`config.mk`:
```
export PLATFORM = sky130hd
export DESIGN_NAME = nv_nvdla_cdp_rdma_rd_arb_flat
export DESIGN_NICKNAME = d
export VERILOG_FILES = /design/src/rtl/nv_nvdla_cdp_rdma_rd_arb_if.sv /design/src/rtl/nv_nvdla_cdp_rdma_rd_arb.sv /design/src/flat_wrapper.sv
export SDC_FILE = /design/constraint.sdc
export NUM_CORES = 1
export LEC_CHECK = 0
export ABC_AREA = 1
export BUFFER_PORTS_ARGS = -buffer_cell sky130_fd_sc_hd__buf_4
export CORE_ASPECT_RATIO = 0.9
export CORE_UTILIZATION = 30
export CTS_BUF_LIST = sky130_fd_sc_hd__clkbuf_4 sky130_fd_sc_hd__clkbuf_8
export DETAILED_ROUTE_END_ITERATION = 8
export GPL_ROUTABILITY_DRIVEN = 0
export GPL_TIMING_DRIVEN = 0
export PLACE_DENSITY = 0.6
export SLEW_MARGIN = 10
export SYNTH_ARGS = -nofsm -noshare
export SYNTH_HDL_FRONTEND = slang
export SYNTH_SLANG_ARGS = --single-unit
```
`constraint.sdc`:
```
create_clock -name nvdla_core_clk -period 4.2 [get_ports nvdla_core_clk]
set_clock_uncertainty 0.15 [all_clocks]
set_input_delay 0.42 -clock nvdla_core_clk [delete_from_list [all_inputs] [get_ports nvdla_core_clk]]
set_output_delay 0.42 -clock nvdla_core_clk [all_outputs]
set_load 0.01 [all_outputs]
```
`src/rtl/nv_nvdla_cdp_rdma_rd_arb_if.sv`:
```
// Read-request handshake channel: valid/ready plus {size, addr} payload.
// Used both for the requester inputs and the single outbound mcif request.
interface nv_nvdla_cdp_rdma_rd_arb_if #(
  parameter int PD_W = 79
);
  logic            valid;
  logic            ready;
  logic [PD_W-1:0] pd;

  modport master (output valid, output pd, input ready);
  modport slave  (input valid, input pd, output ready);
endinterface

```
`src/rtl/nv_nvdla_cdp_rdma_rd_arb.sv`:
```
// Credit-checked round-robin arbiter sharing one read-request port between two requesters.
// Grant in cycle N shows on out in N+1; out holds while !out.ready and no grant issues until the slot frees.
module nv_nvdla_cdp_rdma_rd_arb #(
  parameter int PD_W      = 79,
  parameter int SIZE_LSB  = 64,
  parameter int CDT_DEPTH = 80,
  parameter int CDT_W     = 8
) (
  input  logic                             nvdla_core_clk,
  input  logic                             nvdla_core_rst,
  input  logic                             arb_en,
  nv_nvdla_cdp_rdma_rd_arb_if.slave        req0,
  nv_nvdla_cdp_rdma_rd_arb_if.slave        req1,
  input  logic                             cdt0_pop,
  input  logic                             cdt1_pop,
  nv_nvdla_cdp_rdma_rd_arb_if.master       out,
  output logic                             out_src,
  input  logic                             stall_clr,
  output logic [31:0]                      perf_stall,
  output logic                             err_cdt_ovf,
  output logic                             err_oversize
);

  localparam logic [15:0]      DEPTH16 = 16'(CDT_DEPTH);
  localparam logic [CDT_W-1:0] DEPTH_C = CDT_W'(CDT_DEPTH);

  logic [CDT_W-1:0] cdt0_q, cdt0_d, cdt1_q, cdt1_d;
  logic             last_gnt_q, last_gnt_d;
  logic             out_valid_q, out_valid_d;
  logic [PD_W-1:0]  out_pd_q, out_pd_d;
  logic             out_src_q, out_src_d;
  logic [31:0]      perf_stall_q, perf_stall_d;
  logic             err_cdt_ovf_q, err_cdt_ovf_d;
  logic             err_oversize_q, err_oversize_d;

  logic [15:0]      need0, need1;
  logic             slot_free, elig0, elig1, gnt0, gnt1, any_req;
  logic [CDT_W:0]   upd0, upd1;

  // Returns {overflow, next credit}; a grant only happens when need <= cdt, so no underflow.
  function automatic logic [CDT_W:0] cdt_upd(input logic [CDT_W-1:0] cdt, input logic gnt,
                                             input logic [15:0] need, input logic pop);
    logic [15:0] sum;
    sum = 16'(cdt) - (gnt ? need : 16'd0) + {15'd0, pop};
    if (sum > DEPTH16) cdt_upd = {1'b1, DEPTH_C};
    else               cdt_upd = {1'b0, sum[CDT_W-1:0]};
  endfunction

  assign need0 = {1'b0, req0.pd[SIZE_LSB+14:SIZE_LSB]} + 16'd1;
  assign need1 = {1'b0, req1.pd[SIZE_LSB+14:SIZE_LSB]} + 16'd1;

  assign slot_free = !out_valid_q | out.ready;
  assign elig0     = arb_en & req0.valid & (need0 <= 16'(cdt0_q)) & slot_free;
  assign elig1     = arb_en & req1.valid & (need1 <= 16'(cdt1_q)) & slot_free;
  // last_gnt_q == 1 means req1 won last, so req0 takes the next contention.
  assign gnt0      = elig0 & (!elig1 | last_gnt_q);
  assign gnt1      = elig1 & (!elig0 | !last_gnt_q);
  assign any_req   = (req0.valid | req1.valid) & arb_en;

  assign upd0 = cdt_upd(cdt0_q, gnt0, need0, cdt0_pop);
  assign upd1 = cdt_upd(cdt1_q, gnt1, need1, cdt1_pop);

  always_comb begin
    out_valid_d    = out_valid_q;
    out_pd_d       = out_pd_q;
    out_src_d      = out_src_q;
    last_gnt_d     = last_gnt_q;
    perf_stall_d   = perf_stall_q;
    cdt0_d         = upd0[CDT_W-1:0];
    cdt1_d         = upd1[CDT_W-1:0];
    err_cdt_ovf_d  = err_cdt_ovf_q | upd0[CDT_W] | upd1[CDT_W];
    err_oversize_d = err_oversize_q
                   | (req0.valid & (need0 > DEPTH16))
                   | (req1.valid & (need1 > DEPTH16));

    if (gnt0) begin
      out_valid_d = 1'b1;
      out_pd_d    = req0.pd;
      out_src_d   = 1'b0;
      last_gnt_d  = 1'b0;
    end else if (gnt1) begin
      out_valid_d = 1'b1;
      out_pd_d    = req1.pd;
      out_src_d   = 1'b1;
      last_gnt_d  = 1'b1;
    end else if (out.ready) begin
      out_valid_d = 1'b0;
    end

    if (stall_clr) begin
      perf_stall_d = 32'd0;
    end else if (any_req && !(gnt0 || gnt1) && (perf_stall_q != 32'hFFFF_FFFF)) begin
      perf_stall_d = perf_stall_q + 32'd1;
    end
  end

  always_ff @(posedge nvdla_core_clk or posedge nvdla_core_rst) begin
    if (nvdla_core_rst) begin
      cdt0_q         <= DEPTH_C;
      cdt1_q         <= DEPTH_C;
      last_gnt_q     <= 1'b1;
      out_valid_q    <= 1'b0;
      out_pd_q       <= '0;
      out_src_q      <= 1'b0;
      perf_stall_q   <= 32'd0;
      err_cdt_ovf_q  <= 1'b0;
      err_oversize_q <= 1'b0;
    end else begin
      cdt0_q         <= cdt0_d;
      cdt1_q         <= cdt1_d;
      last_gnt_q     <= last_gnt_d;
      out_valid_q    <= out_valid_d;
      out_pd_q       <= out_pd_d;
      out_src_q      <= out_src_d;
      perf_stall_q   <= perf_stall_d;
      err_cdt_ovf_q  <= err_cdt_ovf_d;
      err_oversize_q <= err_oversize_d;
    end
  end

  assign req0.ready   = gnt0;
  assign req1.ready   = gnt1;
  assign out.valid    = out_valid_q;
  assign out.pd       = out_pd_q;
  assign out_src      = out_src_q;
  assign perf_stall   = perf_stall_q;
  assign err_cdt_ovf  = err_cdt_ovf_q;
  assign err_oversize = err_oversize_q;

endmodule

```
`src/flat_wrapper.sv`:
```
// flat-port wrapper written by rule: the top's interface ports become plain ports
module nv_nvdla_cdp_rdma_rd_arb_flat 
#(
  parameter int PD_W      = 79,
  parameter int SIZE_LSB  = 64,
  parameter int CDT_DEPTH = 80,
  parameter int CDT_W     = 8
)
  (nvdla_core_clk, nvdla_core_rst, arb_en, cdt0_pop, cdt1_pop, out_src, stall_clr, perf_stall, err_cdt_ovf, err_oversize, req0_valid, req0_pd, req0_ready, req1_valid, req1_pd, req1_ready, out_valid, out_pd, out_ready);
  nv_nvdla_cdp_rdma_rd_arb_if #(.PD_W(PD_W)) req0_i ();
  nv_nvdla_cdp_rdma_rd_arb_if #(.PD_W(PD_W)) req1_i ();
  nv_nvdla_cdp_rdma_rd_arb_if #(.PD_W(PD_W)) out_i ();
  input  logic nvdla_core_clk;
  input  logic nvdla_core_rst;
  input  logic arb_en;
  input  logic cdt0_pop;
  input  logic cdt1_pop;
  output logic out_src;
  input  logic stall_clr;
  output logic [31:0] perf_stall;
  output logic err_cdt_ovf;
  output logic err_oversize;
  input wire logic [$bits(req0_i.valid)-1:0] req0_valid;
  input wire logic [$bits(req0_i.pd)-1:0] req0_pd;
  output wire logic [$bits(req0_i.ready)-1:0] req0_ready;
  input wire logic [$bits(req1_i.valid)-1:0] req1_valid;
  input wire logic [$bits(req1_i.pd)-1:0] req1_pd;
  output wire logic [$bits(req1_i.ready)-1:0] req1_ready;
  output wire logic [$bits(out_i.valid)-1:0] out_valid;
  output wire logic [$bits(out_i.pd)-1:0] out_pd;
  input wire logic [$bits(out_i.ready)-1:0] out_ready;
  assign req0_i.valid = req0_valid;
  assign req0_i.pd = req0_pd;
  assign req0_ready = req0_i.ready;
  assign req1_i.valid = req1_valid;
  assign req1_i.pd = req1_pd;
  assign req1_ready = req1_i.ready;
  assign out_valid = out_i.valid;
  assign out_pd = out_i.pd;
  assign out_i.ready = out_ready;
  nv_nvdla_cdp_rdma_rd_arb #(.PD_W(PD_W), .SIZE_LSB(SIZE_LSB), .CDT_DEPTH(CDT_DEPTH), .CDT_W(CDT_W)) u_core (.nvdla_core_clk(nvdla_core_clk), .nvdla_core_rst(nvdla_core_rst), .arb_en(arb_en), .req0(req0_i), .req1(req1_i), .cdt0_pop(cdt0_pop), .cdt1_pop(cdt1_pop), .out(out_i), .out_src(out_src), .stall_clr(stall_clr), .perf_stall(perf_stall), .err_cdt_ovf(err_cdt_ovf), .err_oversize(err_oversize));
endmodule
```
Word level (Yosys, flattened, before mapping)

Cells that the tools add are included.

Register bits after elaboration: 132
Logic and storage cells: 66

Add/sub/neg operators: 7
Reduce and logical (&&, ||, !) cells: 11
Bitwise logic cells: 19
Order comparisons: 6
Muxes and demuxes: 13
Equal/unequal tests: 1

Operators with widths:

| operator                | count |
|---|---|
| $mux W79                | 2 |
| $gt A16 B7 Y1 const B   | 4 |
| $mux W32                | 2 |
| $add A15 B1 Y16 const B | 2 |
| $add A16 B1 Y16         | 2 |
| $add A32 B1 Y32 const B | 1 |
| $le A16 B8 Y1           | 2 |
| $mux W16                | 2 |
| $ne A32 B32 Y1 const B  | 1 |
| $sub A8 B16 Y16         | 2 |
| $mux W9                 | 2 |
| $and A1 B1 Y1           | 11 |
| $or A1 B1 Y1            | 8 |
| $logic_not A1 Y1        | 5 |
| $mux W1                 | 5 |
| $reduce_bool A2 Y1      | 2 |
| $reduce_bool A3 Y1      | 1 |
| $logic_and A1 B1 Y1     | 2 |
| $logic_or A1 B1 Y1      | 1 |

Depth between registers and ports, before layout

Word-level depth: 14
Depth in mapped cells: 31

Least setup slack after synthesis

OpenSTA, ideal clock, no wires.

Path type: input port to flip-flop
Start: in req0_pd[64]
End: reg u_core.cdt0_q[4]
Slack: -347 ps
Arrival: 4313 ps
Cell stages on the path: 27
Setup time: 84 ps
Path through: ha_1 -> nand2_1 -> nor2_4 -> nand2_1 -> xor2_1 -> inv_1 -> ha_1 -> nand2_1 -> nor2_1 -> nand4_1 -> nand2_1 -> nand3_1 -> nor2_4 -> nand2_1 -> inv_2 -> buf_2 -> nand2_1 -> ha_1 -> fa_1 -> nand3_1 -> nand3_1 -> a21oi_1 -> xor2_1 -> inv_1 -> nand2_1 -> nand4_1 -> or2_2

Longest elaborated chain between the ends: 10

Ends and longest elaborated chain:

| what                            | RTL line                        | source |
|---|---|---|
| start, declared                 | flat_wrapper.sv:24              | `input wire logic [$bits(req0_i.pd)-1:0] req0_pd;` |
| $add A15 B1 Y16 (*)             | nv_nvdla_cdp_rdma_rd_arb.sv:49  | `assign need0 = {1'b0, req0.pd[SIZE_LSB+14:SIZE_LSB]} + 16'd1;` |
| $le A16 B8 Y1 (*)               | nv_nvdla_cdp_rdma_rd_arb.sv:53  | `assign elig0 = arb_en & req0.valid & (need0 <= 16'(cdt0_q)) & slot_free;` |
| $and A1 B1 Y1 (*) (2 in series) | nv_nvdla_cdp_rdma_rd_arb.sv:53  |  |
| $and A1 B1 Y1 (*)               | nv_nvdla_cdp_rdma_rd_arb.sv:56  | `assign gnt0 = elig0 & (!elig1 \| last_gnt_q);` |
| net req0_ready                  | flat_wrapper.sv:25              | `output wire logic [$bits(req0_i.ready)-1:0] req0_ready;` |
| $mux W16 (*)                    | nv_nvdla_cdp_rdma_rd_arb.sv:44  | `sum = 16'(cdt) - (gnt ? need : 16'd0) + {15'd0, pop};` |
| $sub A8 B16 Y16 (*)             | nv_nvdla_cdp_rdma_rd_arb.sv:44  |  |
| $add A16 B1 Y16 (*)             | nv_nvdla_cdp_rdma_rd_arb.sv:44  |  |
| $gt A16 B7 Y1                   | nv_nvdla_cdp_rdma_rd_arb.sv:45  | `if (sum > DEPTH16) cdt_upd = {1'b1, DEPTH_C};` |
| $mux W9 (*)                     | nv_nvdla_cdp_rdma_rd_arb.sv:45  |  |
| net u_core.upd0[4]              | nv_nvdla_cdp_rdma_rd_arb.sv:38  | `logic [CDT_W:0] upd0, upd1;` |
| end signal, assigned            | nv_nvdla_cdp_rdma_rd_arb.sv:109 | `cdt0_q <= cdt0_d;` |
| end, declared                   | nv_nvdla_cdp_rdma_rd_arb.sv:27  | `logic [CDT_W-1:0] cdt0_q, cdt0_d, cdt1_q, cdt1_d;` |

Mark *: on every way through the listed nets, which the timed path passes. The rest lies on a longest branch.
A chain may end at the register's enable or synchronous reset.

Final worst setup path

Start: in req0_pd[67]
End: reg u_core.cdt1_q[1]

Longest elaborated chain between the ends: 12

Ends and longest elaborated chain:

| what                            | RTL line                        | source |
|---|---|---|
| $add A15 B1 Y16 (*)             | nv_nvdla_cdp_rdma_rd_arb.sv:49  |  |
| $le A16 B8 Y1 (*)               | nv_nvdla_cdp_rdma_rd_arb.sv:53  |  |
| $and A1 B1 Y1 (*) (2 in series) | nv_nvdla_cdp_rdma_rd_arb.sv:53  |  |
| $logic_not A1 Y1 (*)            | nv_nvdla_cdp_rdma_rd_arb.sv:57  | `assign gnt1 = elig1 & (!elig0 \| !last_gnt_q);` |
| $or A1 B1 Y1 (*)                | nv_nvdla_cdp_rdma_rd_arb.sv:57  |  |
| $and A1 B1 Y1 (*)               | nv_nvdla_cdp_rdma_rd_arb.sv:57  |  |
| $mux W16 (*)                    | nv_nvdla_cdp_rdma_rd_arb.sv:44  |  |
| $sub A8 B16 Y16 (*)             | nv_nvdla_cdp_rdma_rd_arb.sv:44  |  |
| $add A16 B1 Y16 (*)             | nv_nvdla_cdp_rdma_rd_arb.sv:44  |  |
| $gt A16 B7 Y1                   | nv_nvdla_cdp_rdma_rd_arb.sv:45  |  |
| $mux W9 (*)                     | nv_nvdla_cdp_rdma_rd_arb.sv:45  |  |
| net u_core.upd1[1]              | nv_nvdla_cdp_rdma_rd_arb.sv:38  |  |
| end signal, assigned            | nv_nvdla_cdp_rdma_rd_arb.sv:110 | `cdt1_q <= cdt1_d;` |
| end, declared                   | nv_nvdla_cdp_rdma_rd_arb.sv:27  |  |

Marked as above.

==> summary.txt <==
Outcome
  • Status: finished with violations
  • Failing checks: setup timing

Critical path
  • Slowest CP cell: fa_2
  • Crit-path most repeated cell: nor2_4
  • Crit. Startpoint: req0_pd[67]
  • Critical path peak fanout: 5
  • Worst Setup EP: u_core.cdt1_q[1]$_DFF_PP0_
  • Critical path type: primary input to flip-flop
  • Worst EP arrival: about 4500 ps
  • Slowest cell delay on critical path: 380 ps
  • Worst EP required: approximately 4400 ps
  • R2r worst-path depth: 26
  • RR Startpoint: u_core.cdt0_q[4]$_DFF_PP1_
  • Crit end category: flip-flop
  • CP startpoint kind: primary input
  • RR Endpoint: u_core.cdt1_q[1]$_DFF_PP0_
  • Reg-to-reg setup timing slack: about 60 ps

Clock tree
  • CTS tree: built
  • Longest Clk Path Bufs: 2
  • Clock Sinks: approximately 130
  • Register clock-pin slew on the reported worst setup and hold paths: ~90 ps
  • Root Driver: clkbuf_8
  • Total number of H-tree levels: 4
  • Clock Latency Late Sink: ~450 ps
  • Total CTS buffers: 17

Synth
  • Synth Area in Compound Gates: around 2.4%
  • FF+latch count, synth: between 100 and 150
  • Top-area cell type share of the netlist area: around 36%
  • EDFF count, synth: 0
  • XOR/XNOR Fraction of Synth Area: 5.190%
  • Most numerous cell in the Yosys netlist: nand2_1
  • Synth cell count leaders: nand2_1 (372), nand3_1 (211), dfrtp_1 (127)
  • Mux share of post-synthesis cell area: 0%
  • Syn Area/Cell: about 7.3 um2
  • Most common flop cell mapped by yosys: dfrtp_1
  • Synth Area in Simple Gates: between 30% and 40%
  • Top cells by area, synth: dfrtp_1 (36%), nand2_1 (16%), nand3_1 (12%), ha_1 (7.8%), inv_1 (4.6%)
  • Async S/R FF share, synth: between 90% and 100%
  • Synth unique cells: 35
  • Cell area after synthesis: around 0.0088 mm2
  • Yosys warning count: 0
  • Cells after synthesis: about 1,200
  • Adder-cell share of the synthesized area: about 8.3%
  • Area leader, netlist: dfrtp_1
  • Largest family of logic cells by synthesized area: simple AND/OR/NAND/NOR gates
  • Sequential area share after synthesis: between 30% and 40%

GRT
  • First-pass GRT wire length: 48,640 um
  • GRT overflow: 0
  • Number of global-route vias before repair: 9,197
  • All-Layer GR Usage: approximately a fifth
  • Antenna violations before repair: 0
  • Pin count of the biggest net entering global routing: 71

STA
  • Worst setup margin: -9.187 ps
  • Final min period: approximately 4200 ps
  • Crit share post-route: 100.2%
  • Max Freq: approximately 240 MHz
  • RSZ-0062 raised after global routing: yes
  • Final Hold Violating Endpoints: 0
  • Setup TNS: -9.187 ps
  • Min Hold Slack: approximately 32 ps
  • Slew margin rel.: roughly 62%
  • Worst-Margin Slew: 564.5 ps
  • Final Setup Violations: 1
  • Slew Limit Fails: 0

Layout
  • Layout cell share with drive strength beyond 1: a little under a third
  • Util after Layout: around 47%
  • Post-route insts no fill: 2,025
  • N_diodes: 0
  • Finished Cell Area: ~0.013 mm2
  • Layout area overhead: 53.06%
  • Total Nets Final: 1,840

Placement
  • Dpl cells: between 1,500 and 2,000
  • # port buffers: around 280
  • Placed inst area: 0.01151 mm2
  • Hpwl dp: roughly 23,000 um
  • Pre-CTS setup slack: -1008 ps

Power
  • Total power: 3.171 mW
  • Peak VDD IR: around 0.00014 V
  • Pwr Density: 236.1 mW/mm2
  • Lkg Pwr: around 6.7 nW

Floorplan
  • Initial Util: just over 30%
  • Core ar.: slightly below 0.03 mm2
  • Chip height: between 150 and 200 um
  • Die width: about 180 um
  • Count of boundary I/O pins: around 280
  • Row count: a little under 60
  • Die area: roughly 0.030 mm2

Drt
  • Final wirelength: about 32,000 um
  • Wire length per cell: 15.68 um
  • Post-route DRC: 0
  • Iter 0 DRT Violations: slightly above 600
  • Initial DRT Pass Iterations: 5
  • Via count: ~9,700
  • Vias/cell: around 4.8
  • DRT antenna net count: 0

Run
  • Max_cap viols: 0

Hold path
  • HP Class: primary input to flip-flop
-- metal layers --
metal	global-route usage [%]	wire, um
met5	0	0
met4	7.296	691
met3	4.501	1885
met2	34.64	15550
met1	26.47	13630
-- worst max-delay path: cells and delay by family --
| family | cells | cell delay [ps] |
|---|---|---|
| AO/OA/AOI/OAI | 2 | 240 |
| XOR/XNOR | 2 | 400 |
| adder cells (fa/ha/maj) | 4 | 1110 |
| buffers and inverters | 6 | 630 |
| AND/OR/NAND/NOR | 16 | 1670 |
-- kinds of logic after synthesis --
kind of cell,Yosys count
other,2
AND/OR/NAND/NOR,772
XOR/XNOR,52
AO/OA/AOI/OAI,38
adder cells (fa/ha/maj),57
flip-flops,132
buffers and inverters,156
-- how the worst min path moves through the flow --
stage,start,endpoint,slack (ps),cells after the start
6_report,req0_pd[62],u_core.out.pd[62]$_DFFE_PP0P_,30,3
5_1_grt,req0_pd[29],u_core.out.pd[29]$_DFFE_PP0P_,4,3
4_1_cts,req0_pd[30],u_core.out.pd[30]$_DFFE_PP0P_,0.3,3
3_5_place_dp,u_core.err_cdt_ovf$_DFF_PP0_,u_core.err_cdt_ovf$_DFF_PP0_,310,2
3_3_place_gp,u_core.err_cdt_ovf$_DFF_PP0_,u_core.err_cdt_ovf$_DFF_PP0_,300,2
2_1_floorplan,u_core.last_gnt_q$_DFFE_PP1P_,u_core.last_gnt_q$_DFFE_PP1P_,340,2
-- power by group --
group          switching, mW  internal, mW  total, mW  leakage (nW)
registers             0.0455          1.33       1.38          1.77
clock network          0.614         0.552       1.17         0.195
logic                  0.301         0.325      0.626          4.72
-- final cells by class --
cell class                 instances  area, um2
tap                              396      495.5
timing repair buffer             387       3133
fill                            2843      15430
inverter                         113      444.2
clock buffer                      18      241.5
multi-input combinational        923       5420
clock inverter                    14      165.2
sequential                       132       3309
buffer                            42      221.5
-- cell usage in the layout, fill, tap and decap left out, drive strengths merged --
cell / synthesis / layout
bufinv: 0 / 2
inv: 113 / 120
o21ai: 10 / 10
dfstp: 5 / 5
a21oi: 18 / 18
ha: 55 / 55
clkinv: 0 / 1
xor2: 31 / 31
dfrtp: 127 / 127
nand3: 215 / 215
conb: 2 / 4
xnor2: 21 / 21
nor4: 10 / 10
nand4: 34 / 34
or2: 2 / 2
o21a: 1 / 1
a31oi: 2 / 2
clkinvlp: 0 / 4
buf: 24 / 365
clkbuf: 19 / 34
fa: 2 / 2
o221ai: 1 / 1
nor3: 13 / 13
a21o: 3 / 3
nor3b: 2 / 2
nor2: 111 / 111
nand2: 379 / 379
o21bai: 3 / 3
nand3b: 6 / 6
dlygate4sd3: 0 / 48
-- state kept, by name (all words and copies together), names as in the netlist --
register             cells
u_core.perf_stall       32
u_core.err_cdt_ovf       1
u_core.out.pd           79
u_core.last_gnt_q        1
u_core.out_src           1
u_core.err_oversize      1
u_core.cdt0_q            8
u_core.cdt1_q            8
u_core.out.valid         1
-- what timing repair did --
| action | CTS | global route |
|---|---|---|
| buffers inserted | 42 | 15 |
| setup endpoints to repair | 15 | 119 |
| pin swaps | 27 | 50 |
| resized for setup | 36 | 102 |
| endpoints found under the hold margin | 116 | 0 |
| gates cloned | 0 | 0 |
| hold buffers | 48 | 0 |
No activity file was read; power rests on OpenSTA's default activity.
